==> src/rtl/seq_match_fsm.sv <==
// Programmable N-bit serial sequence detector (Moore) with overlap control and a saturating match counter.
// Latency: q rises one cycle after the completing bit is presented; history/filled/match_count update on the same edge.
// No backpressure: every cycle with valid=1 consumes x; clear restarts the detector and wins over valid.
module seq_match_fsm #(
    parameter int N     = 4,
    parameter int CNT_W = 8
) (
    input  logic             clock,
    input  logic             reset,
    input  logic             x,
    input  logic             valid,
    input  logic             clear,
    input  logic             overlap,
    input  logic [N-1:0]     pattern,
    output logic             q,
    output logic [N-1:0]     history,
    output logic             filled,
    output logic [CNT_W-1:0] match_count
);

    localparam int FW = $clog2(N + 1);
    localparam logic [FW-1:0] FILL_FULL = FW'(N);

    typedef enum logic [1:0] {
        S_FILL = 2'd0,
        S_RUN  = 2'd1,
        S_HIT  = 2'd2
    } state_t;

    state_t         state;
    logic [FW-1:0]  fill;
    logic [N-1:0]   h_next;
    logic [FW-1:0]  fill_next;
    logic           hit;
    logic           state_legal;
    logic           enter_hit;

    // Candidate shift result and match decision for this cycle's sample.
    always_comb begin
        h_next      = {history[N-2:0], x};
        fill_next   = (fill == FILL_FULL) ? fill : fill + FW'(1);
        hit         = valid && (fill_next == FILL_FULL) && (h_next == pattern);
        state_legal = (state == S_FILL) || (state == S_RUN) || (state == S_HIT);
        // An illegal encoding recovers to FILL and never produces a match.
        enter_hit   = hit && state_legal;
    end

    assign filled = (fill == FILL_FULL);

    // Detector FSM with registered match flag, history, fill and counter.
    always_ff @(posedge clock or negedge reset) begin
        if (!reset) begin
            state       <= S_FILL;
            q           <= 1'b0;
            history     <= '0;
            fill        <= '0;
            match_count <= '0;
        end else if (clear) begin
            state       <= S_FILL;
            q           <= 1'b0;
            history     <= '0;
            fill        <= '0;
            match_count <= '0;
        end else begin
            if (valid) begin
                history <= h_next;
                fill    <= fill_next;
            end

            case (state)
                S_FILL: begin
                    if (hit)
                        state <= S_HIT;
                    else if (valid && (fill_next == FILL_FULL))
                        state <= S_RUN;
                end
                S_RUN: begin
                    if (hit)
                        state <= S_HIT;
                end
                S_HIT: begin
                    if (hit)
                        state <= S_HIT;
                    else
                        state <= overlap ? S_RUN : S_FILL;
                end
                default: state <= S_FILL;
            endcase

            q <= enter_hit;

            if (enter_hit) begin
                if (match_count != '1)
                    match_count <= match_count + CNT_W'(1);
                // Without overlap the matched samples are consumed, so the
                // next match must be built from N fresh samples.
                if (!overlap) begin
                    history <= '0;
                    fill    <= '0;
                end
            end
        end
    end

endmodule

==> config.mk <==
export PLATFORM = sky130hd
export DESIGN_NAME = seq_match_fsm
export DESIGN_NICKNAME = d
export VERILOG_FILES = /design/src/rtl/seq_match_fsm.sv
export SDC_FILE = /design/constraint.sdc
export NUM_CORES = 1
export LEC_CHECK = 0
export CAP_MARGIN = 10
export CORE_ASPECT_RATIO = 1.1
export CORE_UTILIZATION = 40
export DETAILED_ROUTE_END_ITERATION = 8
export HOLD_SLACK_MARGIN = 0.05
export PLACE_DENSITY_LB_ADDON = 0.08
export SYNTH_ARGS = -nofsm -noshare
export SYNTH_HDL_FRONTEND = slang
export SYNTH_SLANG_ARGS = --single-unit
==> constraint.sdc <==
create_clock -name clock -period 2.4 [get_ports clock]
set_input_delay 0.48 -clock clock [delete_from_list [all_inputs] [get_ports clock]]
set_output_delay 0.48 -clock clock [all_outputs]
set_load 0.02 [all_outputs]
== Yosys cells after proc, flatten, opt, wreduce, memory -nomap -nowiden ==
Cells that the tools add are included.

* Flip-flop bits (word level): 18
* Input bits: 10
* Output and inout port bits: 14
* Word-level logic and storage cells: 45

* $add $sub $neg: 2
* Equal/unequal tests: 8
* Multiplexer cells: 20
* Reductions and logical operators: 10

{| class="wikitable"
|+ Operators by type and width
! kind !! number
|-
| 2-to-1 mux 8 bit || 3
|-
| 2-to-1 mux 4 bit || 4
|-
| 2-to-1 mux 3 bit || 5
|-
| 2-to-1 mux 2 bit || 5
|-
| adder 8 x 1 -> 8 bit, second input constant || 1
|-
| inequality test 8 bit, second input constant || 1
|-
| equality test 3 bit, second input constant || 2
|-
| case mux 2 bit (3 select lines) || 1
|-
| equality test 4 bit || 1
|-
| inequality test 4 x 3 -> 1 bit, second input constant || 1
|-
| AND reduction 2 bit || 2
|-
| nonzero test 2 bit || 2
|-
| adder 3 x 1 -> 3 bit, second input constant || 1
|-
| logical AND 1 bit || 3
|-
| inequality test 3 bit, second input constant || 1
|-
| equality test 2 x 1 -> 1 bit, second input constant || 1
|-
| equality test 2 bit, second input constant || 1
|-
| zero test 2 bit || 1
|-
| logical OR 1 bit || 2
|-
| 2-to-1 mux 1 bit || 2
|}

== Logic depth before layout (Yosys ltp) ==
* Depth after elaboration: 8
* Depth in mapped cells: 8
* Gate-level depth less buffers: 7

== Worst setup path after synthesis ==
No wires, ideal clock.

* Path kind: reg2reg
* Start point: register fill[0]
* End point: register match_count[2]
* Library setup time: 125 ps
* Data arrival time: 2108 ps
* Data required time: 2275 ps
* Path slack: 168 ps
* Cell stages (with the launch flop): 9
* Buffers on the path: 1
* Period minus slack after synthesis: 2232 ps
* Path through: dfrtp_1 inv_1 ha_1 and2b_2 nand2_1 or4b_4 buf_6 nor2_1 mux2_2

* Longest elaborated chain between the ends: 8
* Elaborated cells between the ends (all ways): 9
* Those cells by class: add/sub (1); eq/ne (2); mux (1); reduce/logical (5)

{| class="wikitable"
|+ Ends and longest elaborated chain
! element !! line !! source
|-
| start: declaration || 31 || <nowiki>logic [FW-1:0] fill;</nowiki>
|-
| start signal: assignment || 67 || <nowiki>fill <= fill_next;</nowiki>
|-
| adder 3 x 1 -> 3 bit / equality test 3 bit (equally long branches) || 41 || <nowiki>fill_next = (fill == FILL_FULL) ? fill : fill + FW'(1);</nowiki>
|-
| 2-to-1 mux 3 bit (*) || 41 ||
|-
| equality test 3 bit (*) || 42 || <nowiki>hit = valid && (fill_next == FILL_FULL) && (h_next == pattern);</nowiki>
|-
| logical AND 1 bit (*) (2 in series) || 42 ||
|-
| logical AND 1 bit (*) || 45 || <nowiki>enter_hit = hit && state_legal;</nowiki>
|-
| nonzero test 2 bit (no source line) (*) || -- ||
|-
| AND reduction 2 bit (no source line) (*) || -- ||
|-
| end signal: assignment || 94 || <nowiki>match_count <= match_count + CNT_W'(1);</nowiki>
|-
| end: declaration || 18 || <nowiki>output logic [CNT_W-1:0] match_count</nowiki>
|}

Mark *: on every way between the ends. The rest lies on a longest branch, timed or not.
A chain may end at the register's enable or synchronous reset.

== Final worst setup path ==
* Start point: register fill[0]
* End point: register match_count[4]

The elaborated chain is that of the path after synthesis.

==> summary.txt <==
Minimum clock period - 2310 ps
Vias in the first global route - 844
CTS H-tree depth - 1
PortBufs - 23
First-pass GRT wire length - 3830 µm
WL final - 2230 µm
Final period utilization - 96.1%
Clock buffer depth - 2
Final worst clock skew - 4.74 ps
Cell area after synthesis - 1040 µm²
Fmax - 0.434 GHz
Die H - 55.5 µm
CP Capture Type - flip-flop
Largest family of logic cells by synthesized area - simple AND/OR/NAND/NOR gates
Number of remaining DRC errors - 0
Setup slack after layout - 94.6 ps
Initial antenna violation count - 0
Number of fill cells - 240
Crit Path Category - reg2reg
Synth Area in Compound Gates - 9.86%
DP Worst Slack - -149 ps
Crit path DAT - 2500 ps
Synth cell types - 35
Clock sink total - 18
DIE WIDTH - 50.6 µm
RSZ-0062 raised after global routing - false
Final setup violation count - 0
Worst Tran Pin Value - 526 ps
Max Transition Viols Final - 0
IO Pins - 24
Die area - 2810 µm²
Cells along the critical path - inv_1 -> ha_2 -> and2b_2 -> nand2_1 -> or4b_4 -> buf_4 -> o21a_1 -> o21ba_2
Syn avg cell area - 10.2 µm²
Top cell type's share of synthesized area - 43.3%
Critical path required time - 2590 ps
Core footprint - 2470 µm²
Pin count of the biggest net entering global routing - 19
Cell Rows - 19
1st-pass router iterations - 4
Synth Register Bits - 18
Layout Area Growth over Synthesis - 33.2%
CTS tree - yes
Hold crit path type - in2async
Mapped Nets - 115
CP max stage cell - or4b_4
Antenna-violating nets left - 0
Final std cells w/o fill - 165
Reg clk slew, reported paths - 110 ps
Clock buffer count from CTS - 3
Gr usage total - 18.1%
Clock latency on the worst-skew pair - 290 ps
Wire per inst - 13.5 µm
XOR/XNOR share of the synthesized area - 5.05%
Dominant cells by area after synthesis - dfrtp_1, mux2i_1, xnor2_1
CP delay by family, top - simple AND/OR/NAND/NOR gates
Post-Place Cells - 161
Final Hold Viols - 0
Root Buffer - clkbuf_4
Leak - 0.602 nW
Slew HR - 64.8%
Register area share after synthesis - 43.3%
Grt total ovfl - 0
CP max FO - 9
Number of max-cap violations - 0
Area leader, netlist - dfrtp_1
Max IR drop VDD - 313 µV
Avg Vias per Cell - 5.37
GP Congestion - 0.791
Nature of the critical path startpoint - flip-flop
N_diodes - 0
Layout cells sized above 1 - 17.9%
DP HPWL - 1670 µm
Gate Count Post-Synth - 102
Layout Nets - 148
Simple-gate share of the synthesized area - 25.5%
Via Count - 886
Slowest stage delay, CP - 580 ps
Initial cell density of the core - 42.1%
Post-synthesis adder-cell area fraction - 3.61%
Cell Pwr Density - 432 nW/µm²
Status - finished clean
Synth warnings - 0
Post-CTS Hold Fix Bufs - 0
WP buf/inv - 2
DRT iter0 DRCs - 13
Post-synthesis mux area share - 7.93%
[flip-flops by register name (all words and copies together) (netlist names)]
| register | cells |
|---|---|
| state | 2 |
| fill | 3 |
| match_count | 8 |
| history | 4 |
| q | 1 |
[cell usage after synthesis]
master          count
a2111oi_0           1
a211o_2             1
a211oi_1            1
a21o_1              2
a21oi_1             4
and2_1              1
and2b_2             2
and3_2              1
and3b_1             1
and4_1              2
and4bb_2            1
buf_4               1
buf_6               1
dfrtp_1            18
dlymetal6s2s_1      1
ha_1                3
inv_1               5
mux2_2              2
mux2i_1             6
nand2_1             3
nand2b_1            2
nand3_1             3
nand4_1             3
nor2_1             12
nor2b_1             2
nor3_1              3
nor3b_1             2
nor4b_1             2
o21a_1              1
o21ai_0             3
o21ba_2             1
o311ai_0            1
or3_1               3
or4b_4              1
xnor2_1             6
[per-layer routing]
metal / routed length [µm] / vias up / global-route usage [%]
met2: 1170 / 20 / 31.6
met1: 956 / 436 / 21.8
met4: 22 / 0 / 5.95
li1: - / 426 / -
met5: 0 / - / 0
met3: 82 / 4 / 3.58
[cells by family after synthesis]
family | count (synthesis)
flip-flops | 18
adder cells (fa/ha/maj) | 3
AO/OA/AOI/OAI | 15
AND/OR/NAND/NOR | 44
buffers and inverters | 8
XOR/XNOR | 6
multiplexers | 8
[path summary, 6_finish.rpt]
check,start,endpoint,slack [ps],cells after the start
worst max register to register,fill[0]$_DFF_PN0_,match_count[4]$_DFFE_PN0P_,90,8
worst min register to register,history[3]$_DFF_PN0_,history[3]$_DFF_PN0_,530,2
max in group asynchronous,reset,history[0]$_DFF_PN0_,1690,2
worst max-delay path,fill[0]$_DFF_PN0_,match_count[4]$_DFFE_PN0P_,90,8
worst min-delay path,reset,history[1]$_DFF_PN0_,510,2
min in group clock,history[3]$_DFF_PN0_,history[3]$_DFF_PN0_,530,2
[layout by cell type, fill, tap and decap left out, types with 2 or more instances in the layout]
master / instances
clkdlybuf4s50_1: 23
dfrtp_1: 18
nor2_1: 12
buf_4: 8
xnor2_1: 6
mux2i_1: 6
inv_1: 5
nand4_1: 3
a21oi_1: 3
nand2_1: 3
o21ai_0: 3
or3_1: 3
nand3_1: 3
clkbuf_4: 3
and2b_2: 2
nor3b_1: 2
a21o_1: 2
nand2b_1: 2
nor3_1: 2
nor4b_1: 2
and4_1: 2
nor2b_1: 2
mux2_2: 2
ha_1: 2
[worst register-to-register path, delay by kind of cell (launching register included)]
kind                     cells  cell delay [ps]
adder cells (fa/ha/maj)      1              280
AND/OR/NAND/NOR              3              880
buffers and inverters        2              270
AO/OA/AOI/OAI                2              370
flip-flops                   1              420
[report_power, final]
group	leakage [nW]	switching (mW)	internal [mW]
logic	0.332	0.0452	0.0508
clock network	0.0210	0.0963	0.0923
registers	0.249	0.00566	0.309
[what timing repair did]
item / in CTS / in global routing
endpoints found under the setup margin: 0 / 2
setup buffers: 0 / 0
gates resized for setup: 0 / 3
[per-stage QoR]
| step | cell area, µm² | hold slack (ps) | total power, mW | util, % | TNS (ps) |
|---|---|---|---|---|---|
| after floorplan | 1040 | 184 | 0.371 | - | 0 |
| after global placement | 1340 | 508 | 0.414 | 54.1 | -287 |
| after detailed placement | 1340 | 518 | 0.416 | 54.1 | -385 |
| after CTS | 1380 | 506 | 0.605 | 55.6 | 0 |
| after global routing | 1390 | 519 | 0.634 | 56.1 | 0 |
| final | 1390 | 507 | 0.599 | 56.1 | 0 |
[area by class of cell]
cell class | instances | area [µm²] | share of cell area, %
Multi-Input combinational cell | 76 | 552 | 39.8
Sequential cell | 18 | 450 | 32.5
Timing Repair Buffer | 31 | 290 | 20.9
Tap cell | 31 | 38.8 | 2.80
Clock buffer | 4 | 36.3 | 2.62
Inverter | 5 | 18.8 | 1.35
(Power assumes the default switching activity.)
